## src/rtl/pipe_accum_alu.sv

```systemverilog
// rtl/pipe_accum_alu.sv - two-stage pipelined ADD/ACC/SUB/CLR unit with running accumulator and op counter
// Define PIPE_ACCUM_SATURATE_EN to clamp ACC/SUB results instead of wrapping; default build wraps.
module pipe_accum_alu #(
  parameter int WIDTH = 8,
  parameter int ACC_W = 12,
  parameter int CNT_W = 8
) (
  input  logic             clk,
  input  logic             rst,
  input  logic             in_valid,
  output logic             in_ready,
  input  logic [WIDTH-1:0] a,
  input  logic [WIDTH-1:0] b,
  input  logic [1:0]       mode,
  output logic             out_valid,
  input  logic             out_ready,
  output logic [ACC_W-1:0] result,
  output logic             ovf,
  output logic [CNT_W-1:0] count
);

  localparam logic [1:0] MODE_ADD = 2'b00;
  localparam logic [1:0] MODE_ACC = 2'b01;
  localparam logic [1:0] MODE_SUB = 2'b10;
  localparam logic [1:0] MODE_CLR = 2'b11;

  logic             s1_valid_q, s1_valid_d;
  logic [WIDTH-1:0] s1_a_q, s1_a_d;
  logic [WIDTH-1:0] s1_b_q, s1_b_d;
  logic [1:0]       s1_mode_q, s1_mode_d;

  logic             out_valid_q, out_valid_d;
  logic [ACC_W-1:0] result_q, result_d;
  logic             ovf_q, ovf_d;
  logic [CNT_W-1:0] count_q, count_d;
  logic [ACC_W-1:0] acc_q, acc_d;

  logic             s2_can_load;
  logic             s2_load;
  logic             in_fire;

  logic [ACC_W-1:0] a_ext, b_ext;
  logic [ACC_W:0]   acc_sum;
  logic [ACC_W-1:0] sub_diff;
  logic             borrow;
  logic [CNT_W-1:0] count_inc;

  logic [ACC_W-1:0] op_result;
  logic             op_ovf;
  logic [ACC_W-1:0] op_acc;
  logic [CNT_W-1:0] op_count;

  // in_ready depends on out_ready only, never on in_valid
  assign s2_can_load = !out_valid_q || out_ready;
  assign s2_load     = s1_valid_q && s2_can_load;
  assign in_ready    = !s1_valid_q || s2_can_load;
  assign in_fire     = in_valid && in_ready;

  assign a_ext     = {{(ACC_W-WIDTH){1'b0}}, s1_a_q};
  assign b_ext     = {{(ACC_W-WIDTH){1'b0}}, s1_b_q};
  assign acc_sum   = {1'b0, acc_q} + {1'b0, a_ext} + {1'b0, b_ext};
  assign sub_diff  = a_ext - b_ext;
  assign borrow    = s1_a_q < s1_b_q;
  assign count_inc = (count_q == {CNT_W{1'b1}}) ? count_q : count_q + CNT_W'(1);

  always_comb begin
    op_result = '0;
    op_ovf    = 1'b0;
    op_acc    = acc_q;
    op_count  = count_q;
    case (s1_mode_q)
      MODE_ADD: begin
        op_result = a_ext + b_ext;
      end
      MODE_ACC: begin
`ifdef PIPE_ACCUM_SATURATE_EN
        op_acc = acc_sum[ACC_W] ? {ACC_W{1'b1}} : acc_sum[ACC_W-1:0];
`else
        op_acc = acc_sum[ACC_W-1:0];
`endif
        op_result = op_acc;
        op_ovf    = acc_sum[ACC_W];
        op_count  = count_inc;
      end
      MODE_SUB: begin
`ifdef PIPE_ACCUM_SATURATE_EN
        op_result = borrow ? '0 : sub_diff;
`else
        op_result = sub_diff;
`endif
        op_ovf = borrow;
      end
      MODE_CLR: begin
        op_acc   = '0;
        op_count = '0;
      end
      default: begin
        op_result = '0;
      end
    endcase
  end

  always_comb begin
    s1_valid_d = s1_valid_q;
    s1_a_d     = s1_a_q;
    s1_b_d     = s1_b_q;
    s1_mode_d  = s1_mode_q;
    if (in_fire) begin
      s1_valid_d = 1'b1;
      s1_a_d     = a;
      s1_b_d     = b;
      s1_mode_d  = mode;
    end else if (s2_load) begin
      s1_valid_d = 1'b0;
    end
  end

  // S2 holds everything stable while stalled; acc/count only move when a beat enters S2
  always_comb begin
    out_valid_d = out_valid_q;
    result_d    = result_q;
    ovf_d       = ovf_q;
    count_d     = count_q;
    acc_d       = acc_q;
    if (s2_load) begin
      out_valid_d = 1'b1;
      result_d    = op_result;
      ovf_d       = op_ovf;
      count_d     = op_count;
      acc_d       = op_acc;
    end else if (out_ready) begin
      out_valid_d = 1'b0;
    end
  end

  always_ff @(posedge clk or posedge rst) begin
    if (rst) begin
      s1_valid_q  <= 1'b0;
      s1_a_q      <= '0;
      s1_b_q      <= '0;
      s1_mode_q   <= MODE_ADD;
      out_valid_q <= 1'b0;
      result_q    <= '0;
      ovf_q       <= 1'b0;
      count_q     <= '0;
      acc_q       <= '0;
    end else begin
      s1_valid_q  <= s1_valid_d;
      s1_a_q      <= s1_a_d;
      s1_b_q      <= s1_b_d;
      s1_mode_q   <= s1_mode_d;
      out_valid_q <= out_valid_d;
      result_q    <= result_d;
      ovf_q       <= ovf_d;
      count_q     <= count_d;
      acc_q       <= acc_d;
    end
  end

  assign out_valid = out_valid_q;
  assign result    = result_q;
  assign ovf       = ovf_q;
  assign count     = count_q;

endmodule

```

## config.mk

```make
export PLATFORM = sky130hd
export DESIGN_NAME = pipe_accum_alu
export DESIGN_NICKNAME = d
export VERILOG_FILES = /design/src/rtl/pipe_accum_alu.sv
export SDC_FILE = /design/constraint.sdc
export NUM_CORES = 1
export LEC_CHECK = 0
export CAP_MARGIN = 20
export CORE_ASPECT_RATIO = 0.75
export CORE_MARGIN = 2
export CORE_UTILIZATION = 45
export CTS_CLUSTER_SIZE = 20
export DETAILED_ROUTE_END_ITERATION = 6
export PLACE_DENSITY = 0.7
export SETUP_SLACK_MARGIN = 0.02
export SYNTH_ARGS = -nofsm -noshare
export SYNTH_HDL_FRONTEND = slang
export SYNTH_SLANG_ARGS = --single-unit
```

## constraint.sdc

```tcl
create_clock -name clk -period 6.54 [get_ports clk]
set_clock_uncertainty 0.15 [all_clocks]
set_input_delay 1.308 -clock clk [delete_from_list [all_inputs] [get_ports clk]]
set_output_delay 1.308 -clock clk [all_outputs]
set_load 0.05 [all_outputs]
```

==> impl_results.md, run 1 <==
* Setup Fix Bufs, Post-CTS at 0
* PD cells at about 420 nW/µm²
* Hold Crit Class: register to register
* EDFF count, synth at 0
* First-pass GRT wire length at about 14 mm
* Peak supply drop at approximately 0.00024 V
* CP required at 5.08 ns
* Async SR Flop Fraction at 1.00
* FF/Latch Area at 1330 µm²
* Yosys cell types at 60
* CTS buffer count at 5
* RSZ-0062 raised after global routing: false
* Endpoints failing hold at 0
* Crit path kind: primary input to primary output
* LEAKAGE at about 0.0018 µW
* Most frequent cells after synthesis: dfrtp_1, nand2_1, o21ai_0
* Crit. End Element: primary output
* Post-Synthesis Cell Area at 3720 µm²
* Fill count at 728
* Area Overhead vs Synth at 15.6%
* Sink Count at 53
* CTS tree: built
* Initial Utilization at 0.468
* Slew Viols, Final at 0
* Average size of a mapped cell at 9.57 µm²
* Maximum buffer depth of the clock tree at 2
* Synth area leader: dfrtp_1
* Period utilization at 0.643
* Ratio of cells with drive above 1 in the final layout at 0.0894
* Primary FF master, synth: dfrtp_1
* Synth top area share at 0.356
* Post-Route WL at between 8 and 9 mm
* Global-route usage over all layers at 0.205
* Hold-fix buffers, CTS at 0
* Sequential fraction of the synthesis area at 0.356
* Max-Cap Viols at 0
* Cell count after synthesis at 389
* Synth warn at 0
* Setup tns final at 0 ns
* Area of the multi-input gates at approximately 2200 µm²
* Slew @ Worst Pin at 0.939 ns
* Worst-Skew Late Latency at approximately 0.31 ns
* CTS root buf: clkbuf_8
* Synth top area cells: dfrtp_1, ha_1, fa_1
* Final Wtd Congestion at a little over 0.8
* Initial DRC count at 163
* Largest net degree at the start of global routing at 54
* Seq cells post-synth at 53
* Highest clock rate at 0.238 GHz
* Die X at 109 µm
* Initial antenna violation count at 0
* Tmin final at 4.21 ns
* Row count at 28
* Pre-CTS WS at between 2 and 2.5 ns
* Routed WL per cell at 16.2 µm
* Ant diodes at 0
* Die height at 82.8 µm
* GRT overflow at 0
* Vias in the first global route at 2,887
* Slew headroom at 0.372
* CP arrival at between 2 and 3 ns
* Final net count at roughly 500
* Vias at between 2,000 and 3,000
* Status: finished, final reports clean
* Gates resized, CTS repair at 0
* DRT Pass-1 Iters at 4
* Final setup fails at 0
* PortBufs at 44
* Vias/cell at 5.60
* Antenna Nets Post-Route at 0
* Die ar. at 9020 µm²
* Core area at 7950 µm²
* Htree depth at 2
* Most common cell in the synthesized netlist: dfrtp_1
* Clock transition at path regs at 0.10 ns
* Hpwl dp at around 6.3 mm
* Post-Synthesis Net Count at 452
* Crit path max fanout at 3
* Fin worst setup slack at 2.33 ns
* Crit path launch type: primary input
* DRC Markers at 0
* I/O pin count at 45
-- power breakdown --
group	internal [µW]	switching [µW]	leakage, µW
clock	70.9	108	0.0000399
combinational	442	664	0.00114
sequential	417	88.2	0.000646
-- stage by stage --
stage / total power (µW) / cells / util / hold slack (ns) / area [µm²]
after floorplan: 1310 / 389 / - / 0.303 / 3720
after global placement: 1570 / 524 / 0.532 / 0.312 / 4230
after detailed placement: 1600 / 524 / 0.532 / 0.322 / 4230
after CTS: 1780 / 530 / 0.541 / 0.344 / 4300
after global routing: 1930 / 530 / 0.541 / 0.374 / 4300
final: 1790 / 530 / 0.541 / 0.336 / 4300
-- flip-flops by register name, summed over array words and instances, names as in the netlist --
| name | flops |
|---|---|
| s1_mode_q | 2 |
| s1_valid_q | 1 |
| count | 8 |
| ovf | 1 |
| out_valid | 1 |
| s1_b_q | 8 |
| s1_a_q | 8 |
| result | 12 |
| acc_q | 12 |
-- worst max-delay path: stages --
cell and delay [ns]:
clkdlybuf4s50_1 0.47, nand3b_1 0.15, clkdlybuf4s50_1 0.82
-- kinds of logic (layout without fill, tap and decap cells) --
family          after synthesis  count (layout)  share of synthesized area
mux                          21              21                     0.0629
simple gates                105             105                      0.140
compound gates              120             120                      0.212
buf+inv                      38              74                     0.0430
flops                        53              53                      0.356
fa+ha+maj                    41              41                      0.160
xor+xnor                     11              11                     0.0259
-- per-layer routing --
layer	track usage	vias to the layer above	part of all wire
met5	0	-	0
met4	0.0615	0	0.013
met3	0.0298	10	0.045
met2	0.297	80	0.40
met1	0.315	1403	0.54
li1	-	1473	-
-- placed cells by master, fill, tap and decap left out, drive strengths merged, types with 7 or more instances in the layout --
| cell type | netlist | layout |
|---|---|---|
| a21oi | 24 | 24 |
| clkdlybuf4s50 | 0 | 44 |
| dfrtp | 53 | 53 |
| fa | 11 | 11 |
| ha | 30 | 30 |
| inv | 23 | 23 |
| mux2 | 19 | 19 |
| nand2 | 37 | 37 |
| nand2b | 13 | 13 |
| nand3 | 8 | 8 |
| nor2 | 17 | 17 |
| o21ai | 38 | 38 |
| o31ai | 7 | 7 |
-- path summary, 6_finish.rpt --
check / depth (start not counted) / slack [ns] / start / endpoint
max in group asynchronous: 3 / 4.44 / rst / s1_b_q[4]
worst max register to register: 8 / 3.31 / s1_a_q[1] / result[9]
worst min-delay path: 2 / 0.34 / result[2] / result[2]
min in group asynchronous: 3 / 1.35 / rst / s1_a_q[1]
worst max-delay path: 3 / 2.33 / out_ready / in_ready
worst min register to register: 2 / 0.34 / result[2] / result[2]
-- area by class of cell --
| type | count | area share |
|---|---|---|
| sequential | 53 | 0.308 |
| multi-input combinational | 298 | 0.520 |
| clock buffer | 5 | 0.0160 |
| inverter | 23 | 0.0201 |
| timing repair buffer | 45 | 0.104 |
| clock inverter | 1 | 0.00116 |
| tap | 105 | 0.0305 |
Power figures use the tool's default switching activity.
==> inputs of run 2 (changes only) <==
--- a/config.mk
+++ b/config.mk
@@ -11,7 +11,7 @@
 export CORE_UTILIZATION = 45
 export CTS_CLUSTER_SIZE = 20
 export DETAILED_ROUTE_END_ITERATION = 6
-export PLACE_DENSITY = 0.7
+export PLACE_DENSITY = 0.72
 export SETUP_SLACK_MARGIN = 0.02
 export SYNTH_ARGS = -nofsm -noshare
 export SYNTH_HDL_FRONTEND = slang
==> constraint.sdc (replaced) <==
create_clock -name clk -period 3.8 [get_ports clk]
set_clock_uncertainty 0.15 [all_clocks]
set_input_delay 0.76 -clock clk [delete_from_list [all_inputs] [get_ports clk]]
set_output_delay 0.76 -clock clk [all_outputs]
set_load 0.05 [all_outputs]
==> impl_results.md, run 2 (same netlist as run 1, synthesis figures left out) <==
* Status: finished, final reports clean
* Crit path launch type: register
* I/O pin count at 45 (unchanged)
* Tmin final at about 3.1 ns
* Endpoints failing hold at 0 (unchanged)
* Vias in the first global route at 2,816 (-2.5%)
* Power Internal at 1620 µW (+74%)
* CTS root buf: clkbuf_8
* Period utilization at 0.827
* LEAKAGE at 0.00184 µW (+0.78%)
* Sequential Power Share at 0.279 (-0.003)
* Gates resized, CTS repair at 0 (unchanged)
* Wl on met1 at 4.48 mm (-3.2%)
* Met2 routed WL at 3.52 mm (+2.2%)
* PD cells at 719 nW/µm² (+73%)
* Vias at 3,010 (+1.5%)
* Worst r2r src: s1_a_q[1]
* FF/Latch Area at 1330 µm² (unchanged)
* CTS buffer count at 5 (unchanged)
* Sw Pwr at 1500 µW (+75%)
* Ratio of cells with drive above 1 in the final layout at 0.0958 (+0.00638)
* Most frequent cells in the layout: dfrtp_1, clkdlybuf4s50_1, nand2_1, o21ai_0, ha_1
* Hold path cells at 2 (unchanged)
* Max-Cap Viols at 0 (unchanged)
* Util after Layout at 0.546 (+0.00504)
* CP arrival at 3.18 ns (+0.43 ns)
* CTS tree: built
* Final setup fails at 0 (unchanged)
* Crit path kind: register to register
* Ant diodes at 0 (unchanged)
* Setup Fix Bufs, Post-CTS at 0 (unchanged)
* Initial Utilization at 0.468 (unchanged)
* CP required at 3.84 ns (-1.24 ns)
* Crit. End Element: register
* First-pass GRT wire length at 14.2 mm (-1.0%)
* DRT Pass-1 Iters at 4 (unchanged)
* RSZ-0062 raised after global routing: false
* Post-Route WL at 8.62 mm (+0.65%)
* Sw Share at 0.482 (+0.00124)
* Reg2Reg Depth at 9 (+1)
* Highest clock rate at 0.318 GHz
* Clock transition at path regs at 0.11 ns (about the same)
* R2R Setup Slk at 0.66 ns (-2.65 ns)
* Min-Delay Endpoint: result[2]
* Htree depth at 2 (unchanged)
* Hold Crit Class: register to register
* Hpwl dp at 6.58 mm (+3.7%)
* Slew @ Worst Pin at 0.849 ns (-0.0897 ns)
* R2r endpoint: result[11]
* Global-route usage over all layers at 0.204 (-0.00105)
* Clock power share at 0.110 (+0.010)
* WL met3 at 581 µm (+51%)
* Area Overhead vs Synth at 16.6%
* Final Wtd Congestion at 0.848 (+2.9%)
* Most common cell after layout, fill and taps aside: dfrtp_1
* Area of the multi-input gates at 2240 µm² (unchanged)
* Pwr Total at 3120 µW (+74%)
* Final net count at 490 (+0.20%)
* Fill count at 709 (-2.6%)
* Worst-Skew Late Latency at 0.31 ns (about the same)
* Hold-fix buffers, CTS at 0 (unchanged)
* Slew headroom at 0.432 (+0.0600)
* Routed WL per cell at 16.2 µm (about the same)
* Die X at 109 µm (unchanged)
* Largest net degree at the start of global routing at 38 (-30%)
* Hold_sp: result[2]
* Crit path max fanout at 6 (+3)
* Antenna Nets Post-Route at 0 (unchanged)
* Maximum buffer depth of the clock tree at 2 (unchanged)
* Setup tns final at 0 ns (unchanged)
* Logic pwr share at 0.612 (-0.006)
* Slew Viols, Final at 0 (unchanged)
* GRT overflow at 0 (unchanged)
* DRC Markers at 0 (unchanged)
* PortBufs at 44 (unchanged)
* Sink Count at 53 (unchanged)
* Initial antenna violation count at 0 (unchanged)
* Die height at 82.8 µm (unchanged)
* Initial DRC count at 218 (+34%)
* Peak supply drop at 0.000343 V (+45%)
* Top routing layer used: met4
* Row count at 28 (unchanged)
* Core area at 7950 µm² (unchanged)
* Die ar. at 9020 µm² (unchanged)
* Vias/cell at 5.65 (+0.91%)
[run 2: cell types whose count changed in the layout (fill, tap and decap cells not counted)]
cell	delta
clkinv_2	-1
inv_6	+2
buf_12	+1
clkinvlp_4	+1
[run 2: critical path, stage by stage, from the launching register on]
cell      delay [ns]
dfrtp_1         0.48
fa_1            0.51
ha_1            0.26
fa_1            0.41
a21o_1          0.21
and4_1          0.22
o32a_2          0.44
nand3_2         0.11
xor2_1          0.15
o211ai_1        0.09
[run 2: stage by stage]
step / std cells / hold slack [ns] / setup slack (ns) / area [µm²]
after floorplan: 389 / 0.303 / 0.837 / 3720
final: 533 / 0.336 / 0.657 / 4340
after global placement: 524 / 0.312 / 0.719 / 4230
after global routing: 533 / 0.374 / 0.521 / 4340
after CTS: 533 / 0.346 / 0.662 / 4340
after detailed placement: 525 / 0.321 / 0.672 / 4250
[run 2: layer usage]
layer,GRT usage,vias to the layer above
li1,-,1473
met1,0.321,1439
met2,0.296,96
met3,0.0361,2
met4,0.0308,0
met5,0,-
[run 2: how the worst max path moves through the flow]
stage,cells after the start,end,slack (ns),start
final,9,result[11],0.66,s1_a_q[1]
after floorplan,9,result[11],0.84,s1_a_q[1]
after detailed placement,9,result[11],0.67,s1_a_q[1]
after global placement,3,in_ready,0.72,out_ready
after CTS,9,result[11],0.66,s1_a_q[1]
after global routing,9,result[11],0.52,s1_a_q[1]
[run 2: final cells by class]
class	instances	area share
multi-input cells	298	0.515
inverters	23	0.0199
clock inverters	3	0.00576
repair buffers	46	0.108
well taps	105	0.0303
clock buffers	5	0.0159
flip-flops and latches	53	0.305
[run 2: power groups by stage]
stage / combinational, µW / sequential [µW] / clock (µW)
2_1_floorplan: 1140 / 1110 / 0
3_3_place_gp: 1830 / 869 / 0
3_5_place_dp: 1880 / 882 / 0
4_1_cts: 1890 / 870 / 353
5_1_grt: 2100 / 896 / 376
6_report: 1910 / 869 / 342
